`config.mk`:
```
export PLATFORM = sky130hd
export DESIGN_NAME = photo_buffer
export DESIGN_NICKNAME = d
export VERILOG_FILES = /design/src/rtl/cam_pkg.sv /design/src/rtl/photo_fifo_mem.sv /design/src/rtl/photo_buffer.sv
export SDC_FILE = /design/constraint.sdc
export NUM_CORES = 1
export LEC_CHECK = 0
export ABC_AREA = 1
export BUFFER_PORTS_ARGS = -buffer_cell sky130_fd_sc_hd__buf_2
export CAP_MARGIN = 20
export CORE_MARGIN = 10
export CORE_UTILIZATION = 50
export DETAILED_ROUTE_END_ITERATION = 8
export PLACE_DENSITY = 0.71
export SETUP_SLACK_MARGIN = 0.5
export SYNTH_ARGS = -nofsm -noshare
export SYNTH_HDL_FRONTEND = slang
export SYNTH_SLANG_ARGS = --single-unit
```
`constraint.sdc`:
```
create_clock -name clk -period 3.2 [get_ports clk]
set_clock_uncertainty 0.05 [all_clocks]
set_input_delay 0 -clock clk [delete_from_list [all_inputs] [get_ports clk]]
set_output_delay 0 -clock clk [all_outputs]
set_load 0.03 [all_outputs]
```
`src/rtl/cam_pkg.sv`:
```
// cam_pkg: shared camera-path constants and the photo FIFO entry type.
package cam_pkg;
   localparam int SHOT_TAG_W  = 8;
   localparam int PHOTO_DEPTH = 16;
   typedef struct packed {
      logic [15:0]           data;
      logic [SHOT_TAG_W-1:0] tag;
   } photo_entry_t;
endpackage

```
`src/rtl/photo_fifo_mem.sv`:
```
// photo_fifo_mem: DEPTH x photo_entry_t storage, one write port, async read.
module photo_fifo_mem
   import cam_pkg::*;
#(
   parameter int DEPTH = PHOTO_DEPTH
) (
   input  logic                     clk,
   input  logic                     we,
   input  logic [$clog2(DEPTH)-1:0] waddr,
   input  photo_entry_t             wdata,
   input  logic [$clog2(DEPTH)-1:0] raddr,
   output photo_entry_t             rdata
);
   photo_entry_t mem [DEPTH];
   always_ff @(posedge clk) begin
      if (we) mem[waddr] <= wdata;
   end
   assign rdata = mem[raddr];
endmodule

```
`src/rtl/photo_buffer.sv`:
```
// photo_buffer: tags exposure shots and queues them for the storage writer.
module photo_buffer
   import cam_pkg::*;
#(
   parameter int DEPTH = PHOTO_DEPTH,
   parameter int TAG_W = SHOT_TAG_W
) (
   input  logic                     clk,
   input  logic                     reset,
   input  logic [15:0]              in_data,
   input  logic                     in_valid,
   input  logic                     out_ready,
   input  logic                     clr_ovf,
   output logic [15:0]              out_data,
   output logic [TAG_W-1:0]         out_tag,
   output logic                     out_valid,
   output logic [$clog2(DEPTH):0]   level,
   output logic                     full,
   output logic                     empty,
   output logic                     overflow,
   output logic [7:0]               drop_count
);
   localparam int AW = $clog2(DEPTH);
   logic [AW-1:0]  rd_ptr, wr_ptr;
   logic [AW:0]    lvl;
   logic [TAG_W-1:0] tag_cnt;
   logic           pop, push, drop;
   photo_entry_t   wr_entry, rd_entry;
   assign out_valid = lvl != '0;
   assign empty     = lvl == '0;
   assign full      = lvl == (AW+1)'(DEPTH);
   assign level     = lvl;
   assign pop  = out_valid && out_ready;
   // a full FIFO still accepts a shot when the head leaves in the same cycle
   assign push = in_valid && (!full || pop);
   assign drop = in_valid && full && !pop;
   assign wr_entry = '{data: in_data, tag: SHOT_TAG_W'(tag_cnt)};
   assign out_data = empty ? '0 : rd_entry.data;
   assign out_tag  = empty ? '0 : TAG_W'(rd_entry.tag);
   photo_fifo_mem #(.DEPTH(DEPTH)) u_mem (
      .clk   (clk),
      .we    (push),
      .waddr (wr_ptr),
      .wdata (wr_entry),
      .raddr (rd_ptr),
      .rdata (rd_entry)
   );
   always_ff @(posedge clk or negedge reset) begin
      if (!reset) begin
         rd_ptr     <= '0;
         wr_ptr     <= '0;
         lvl        <= '0;
         tag_cnt    <= '0;
         overflow   <= 1'b0;
         drop_count <= '0;
      end else begin
         if (push) wr_ptr <= wr_ptr + 1'b1;
         if (pop) rd_ptr <= rd_ptr + 1'b1;
         if (in_valid) tag_cnt <= tag_cnt + 1'b1;
         if (push != pop) lvl <= push ? lvl + 1'b1 : lvl - 1'b1;
         // a drop in the clearing cycle still counts as the first new drop
         if (drop) begin
            overflow   <= 1'b1;
            drop_count <= clr_ovf ? 8'd1 : (drop_count == 8'hFF ? drop_count : drop_count + 1'b1);
         end else if (clr_ovf) begin
            overflow   <= 1'b0;
            drop_count <= '0;
         end
      end
   end
endmodule

```
==> results.cfg, run 1 <==
[synthesis]
synth_most_common_cell = nand2_1
synth_nets = 1511
yosys.area.top_type = edfxtp_1
seq_area_frac_synth_pct = 71.0
postSynthAreaPerCell_um2 = 11.7
synth_edf_count = 384
postSynthCellCount = 1478
ys_ff_latch = 414
synthTopCellsByArea = edfxtp_1 (67%), nand2_1 (12%), nand3_1 (8.8%), dfrtp_1 (4.3%), buf_6 (1.4%)
netlist_area_mm2 = 0.0173
synthFlopType = edfxtp_1
synth_commonest_cells = nand2_1 (532), edfxtp_1 (384), nand3_1 (304)
synthArstFlopShare_pct = 7.25
yosys_warnings = 0
synth.top_cell.area_share_pct = 66.7
ys_types = 32

[global_routing]
grt_pass1_wl_um = 63600
grt_max_degree = 98
grt_pass1_vias = 11266
antenna_found_initial = 0
grtUsageTotal_pct = 19.3
grt_overflow = 0

[cts]
cts_tree = done
clk_latency_ps = 530
clock_sinks = 414
cts-buffers-inserted = 42
cts_buffer_depth = 3
cts.clk_slew.worst_paths_ps = 60
cts_root_buf = clkbuf_16
h-tree-depth = 2

[power]
ir_drop_mv = 0.658
power.density_mw_per_mm2 = 980
p_leak_uw = 0.00740
finalPower_uw = 19300

[critical_path]
crit_chain = buf_4, nand3_1, nand3_1, nand2_1, nand2_1, a21oi_1, buf_2
max_stage_delay_ps = 600
worstPathRequired_ps = 3150
path_buf_inv = 2
crit_family = buffers and inverters
cpMaxStageDelayCell = dfrtp_4
path_max_fanout = 44
crit_path_end_kind = primary output
path_class = reg2out
startpoint_type = register
critPathArrivalTime_ps = 2560

[timing]
maxSlewHeadroom_pct = 42.3
finalCriticalPeriod_ps = 2610
finalSetupViolations = 0
worstMarginPinSlew_ps = 864
fin_crit_sh_pct = 81.4
rsz0062_at_grt = false
setup-tns-final_ps = 0
hold_violations = 0
max_freq_mhz = 384
finalMaxSlewViolations = 0

[floorplan]
coreArea_mm2 = 0.0343
rows = 68
io_pins = 62
floorplan.initialDensity_pct = 50.4
die_h_um = 206
die_area_mm2 = 0.0424
die-width_um = 206

[route]
drt_iter0_drc = 1058
vias = 11397
postRouteAntennaNets = 0
wl_per_cell_um = 20.5
viasPerCell = 5.60
drc = 0
totalWireLength_um = 41700
firstDrtPassIters = 5

[finish]
multi_input_area_mm2 = 0.00442
drive_gt1_share_pct = 12.1
finalNetCount = 1580
diodes = 0
fillerInstances = 2736
instances_no_fill = 2034
syn2layout_area_growth_pct = 13.6
regArea_mm2 = 0.0123

[placed_design]
dp_hpwl_um = 22700
numPortBuffers = 61
dp_cells = 1931
place.gp.congestion = 0.806

[run_status]
status = complete, no violations

[worst_hold_path]
min_path_type = in2reg

[flow_run]
drv_cap = 0
==> metrics by stage <==
step	hold slack [ps]	util, %	worst slack, ps	instance area (um^2)
6_report	241	57.3	595	19600
5_1_grt	275	57.3	505	19600
4_1_cts	230	57.0	497	19600
3_5_place_dp	37.1	52.2	702	17900
3_3_place_gp	32.9	52.2	783	17900
2_1_floorplan	-346	-	477	17300
==> worst register-to-register path, stage by stage (launching register included) <==
cell	delay, ps
dfrtp_1	440
nor2_2	80
nand4_2	140
nand2_1	220
inv_2	200
nand2_1	260
nor2_4	740
==> timing repair <==
action | CTS | global route
hold buffers | 23 | 0
endpoints found under the hold margin | 313 | 0
buffers inserted | 0 | 1
resized for setup | 7 | 10
setup endpoints to repair | 23 | 24
cloned | 1 | 2
==> cells by family after synthesis <==
| family | share of synthesized area, % |
|---|---|
| and+or+nand+nor | 21.7 |
| DFF | 71.0 |
| buffers and inverters | 4.13 |
| AOI/OAI and AO/OA | 1.25 |
| xor gates and xnor gates | 0.912 |
| adders and majority gates | 0.912 |
==> layer usage <==
metal	wire [um]	track usage (%)	vias to the layer above
li1	-	-	5265
met1	17000	25.2	5581
met2	20300	31.5	462
met3	3030	3.29	89
met4	1390	7.82	0
met5	0	0	-
==> final timing paths <==
kind,startpoint,depth (start not counted),to,slack (ps)
setup / recovery,rd_ptr[1],7,out_data[15],590
hold / removal,clr_ovf,5,drop_count[7],240
setup reg to reg,level[2],6,u_mem.mem[5][15],670
hold reg to reg,overflow,2,overflow,430
max in group asynchronous,reset,4,rd_ptr[0],1070
min in group asynchronous,reset,3,drop_count[5],440
==> report_power, final <==
group,total (uW),internal (uW),switching [uW]
registers,7350,6750,600
clock network,4820,2850,1970
logic,7080,2030,5050
==> state kept, by name, indices dropped and copies added, names as in the netlist <==
name,flops
u_mem.mem,384
drop_count,8
tag_cnt,8
level,5
rd_ptr,4
wr_ptr,4
overflow,1
==> area by class of cell <==
| type | instances | area share (%) |
|---|---|---|
| clock buffer | 61 | 6.14 |
| clock inverter | 15 | 0.732 |
| inverter | 34 | 0.790 |
| multi-input combinational | 946 | 22.5 |
| sequential | 414 | 62.6 |
| tap | 455 | 2.90 |
| timing repair buffer | 109 | 4.38 |
==> cells in the final DEF (no fill, tap or decap), types with 2 or more instances in the layout <==
cell type	instances
a21oi_1	14
a21oi_2	12
buf_16	3
buf_2	61
buf_4	13
buf_6	4
buf_8	2
bufinv_16	3
clkbuf_1	14
clkbuf_16	47
clkbuf_8	2
clkinv_1	7
clkinv_2	5
dfrtp_1	27
dfrtp_4	2
dlygate4sd3_1	23
edfxtp_1	384
ha_1	11
inv_1	26
inv_2	6
nand2_1	532
nand2_2	2
nand3_1	304
nand3_2	2
nand4_1	7
nor2_1	10
nor2_2	3
nor2_4	17
o21ai_0	5
o21ai_1	3
xnor2_1	5
xor2_1	13
Note: power is estimated with default switching activity, not from simulation.
==> run 2, diff against run 1 <==
--- a/config.mk
+++ b/config.mk
@@ -5,7 +5,7 @@
 export SDC_FILE = /design/constraint.sdc
 export NUM_CORES = 1
 export LEC_CHECK = 0
-export ABC_AREA = 1
+export ABC_AREA = 0
 export BUFFER_PORTS_ARGS = -buffer_cell sky130_fd_sc_hd__buf_2
 export CAP_MARGIN = 20
 export CORE_MARGIN = 10
==> constraint.sdc (replaced) <==
create_clock -name clk -period 2.5 [get_ports clk]
set_clock_uncertainty 0.05 [all_clocks]
set_input_delay 0 -clock clk [delete_from_list [all_inputs] [get_ports clk]]
set_output_delay 0 -clock clk [all_outputs]
set_load 0.03 [all_outputs]
==> results.cfg, run 2 <==
[synthesis]
synth_most_common_cell = edfxtp_1
synth_nets = 815
postSynthAreaPerCell_um2 = 21.0
postSynthCellCount = 782
yosys.area.top_type = edfxtp_1
synthFlopType = edfxtp_1
ys_ff_latch = 414
synth.top_cell.area_share_pct = 70.3
synth_edf_count = 384
yosys_warnings = 0
synthArstFlopShare_pct = 7.25
ys_types = 49
seq_area_frac_synth_pct = 74.8
synth_commonest_cells = edfxtp_1 (384), mux4_2 (96), a21oi_1 (32)
netlist_area_mm2 = 0.0164
synthTopCellsByArea = edfxtp_1 (70%), mux4_2 (13%), dfrtp_1 (4.6%), mux2_2 (1.9%), mux2i_1 (1.6%)

[placed_design]
place.gp.congestion = 0.746
dp_cells = 1277
numPortBuffers = 61
placed_area_mm2 = 0.0177
dp_hpwl_um = 17700

[cts]
cts_buffer_depth = 3
clock_sinks = 414
clk_latency_ps = 530
h-tree-depth = 2
cts_root_buf = clkbuf_16
cts_tree = done
cts-buffers-inserted = 42
cts.clk_slew.worst_paths_ps = 60

[critical_path]
critPathArrivalTime_ps = 2700
crit_path_end_kind = primary output
startpoint_type = register
worst_r2r_path_depth = 7
r2r_setup_slack_ps = 120
reg2reg_to = level[4]
critPathCapture = out_tag[7]
cp-startpoint = rd_ptr[1]
worstPathRequired_ps = 2450
path_max_fanout = 6
path_class = reg2out
timing.rr.start = level[2]

[floorplan]
die_h_um = 201
floorplan.initialDensity_pct = 50.6
coreArea_mm2 = 0.0325
die_area_mm2 = 0.0405
io_pins = 62
rows = 66
die-width_um = 201

[finish]
diodes = 0
final_common_cell = edfxtp_1
instances_no_fill = 1520
drive_gt1_share_pct = 48.0
fin_area_mm2 = 0.0218
finalNetCount = 1080
regMostFlops = u_mem.mem
syn2layout_area_growth_pct = 32.8
final_cell_mix = edfxtp_1 (384), mux4_2 (96), buf_6 (71)
largest_registers = u_mem.mem (384), drop_count (8), tag_cnt (8)
largest_register_ffs = 384

[power]
ir_drop_mv = 0.880
p_leak_uw = 0.00753
power.density_mw_per_mm2 = 1190

[timing]
fin_ws_ps = -255
worstMarginPinSlew_ps = 816
rsz0062_at_grt = true
maxSlewHeadroom_pct = 45.6
setup-tns-final_ps = -1980
hold_violations = 0
finalSetupViolations = 24
max_freq_mhz = 363
fin_crit_sh_pct = 110
finalMaxSlewViolations = 0
finalCriticalPeriod_ps = 2750
fin_hold_ws_ps = 3.86

[global_routing]
grt_max_degree = 31
grtUsageTotal_pct = 18.5
antenna_found_initial = 0
grt_pass1_vias = 9078
grt_pass1_wl_um = 56700
grt_overflow = 0

[worst_hold_path]
min_path_type = in2async

[route]
postRouteAntennaNets = 0
wl_per_cell_um = 27.9
firstDrtPassIters = 5
drt_iter0_drc = 837
vias = 9102
drc = 0
viasPerCell = 5.99
totalWireLength_um = 42400

[run_status]
violations = setup timing
status = complete, but fails checks

[flow_run]
drv_cap = 0
-- run 2: how the worst min path moves through the flow --
stage	end	depth (start not counted)
2_1_floorplan	drop_count[0]	0
3_3_place_gp	level[0]	1
3_5_place_dp	wr_ptr[1]	1
4_1_cts	drop_count[5]	2
5_1_grt	wr_ptr[2]	2
6_report	level[2]	2
-- run 2: routing by layer --
layer / global-route usage (%) / share of wire [%]
met2: 31.0 / 50
met3: 3.61 / 8.0
met1: 24.1 / 38
met5: 0 / 0
met4: 5.25 / 4.2
-- run 2: kinds of logic after synthesis --
group,synth area share (%)
muxes,16.8
and+or+nand+nor,2.39
DFF,74.8
xor gates and xnor gates,0.854
adders and majority gates,0.961
AOI/OAI and AO/OA,2.58
buffers and inverters,1.62
-- run 2: per-stage QoR --
step	setup slack, ps	util (%)	total power [uW]
finish	-255	67.2	26000
global route	-345	67.2	27000
CTS	-127	63.9	24700
detailed placement	57.8	54.4	17000
global placement	110	54.4	16900
floorplan	-102	-	14600
-- run 2: worst max-delay path, cell delays in order, from the launching register on --
cell and delay [ps]:
dfrtp_4 430, buf_6 180, buf_8 160, mux4_2 510
mux2_2 280, o21ai_0 270, a21oi_2 110, buf_4 230
-- run 2: final cells by class --
cell class                      instances  area, um^2
Clock buffer                           59        1170
Clock inverter                         16         151
Fill cell                            1986       10700
Inverter                               11        46.3
Multi-Input combinational cell        330        4540
Sequential cell                       414       12300
Tap cell                              442         553
Timing Repair Buffer                  248        3040
-- run 2: power by group --
group	internal [uW]	switching [uW]
Sequential	8670	745
Combinational	5260	5280
Clock	3550	2520
-- run 2: what timing repair did --
item / CTS / global route
setup buffers: 85 / 31
endpoints found under the setup margin: 415 / 425
hold buffers: 20 / 0
pin swaps: 51 / 28
cloned: 16 / 16
gates resized for setup: 134 / 103
endpoints found under the hold margin: 304 / 0
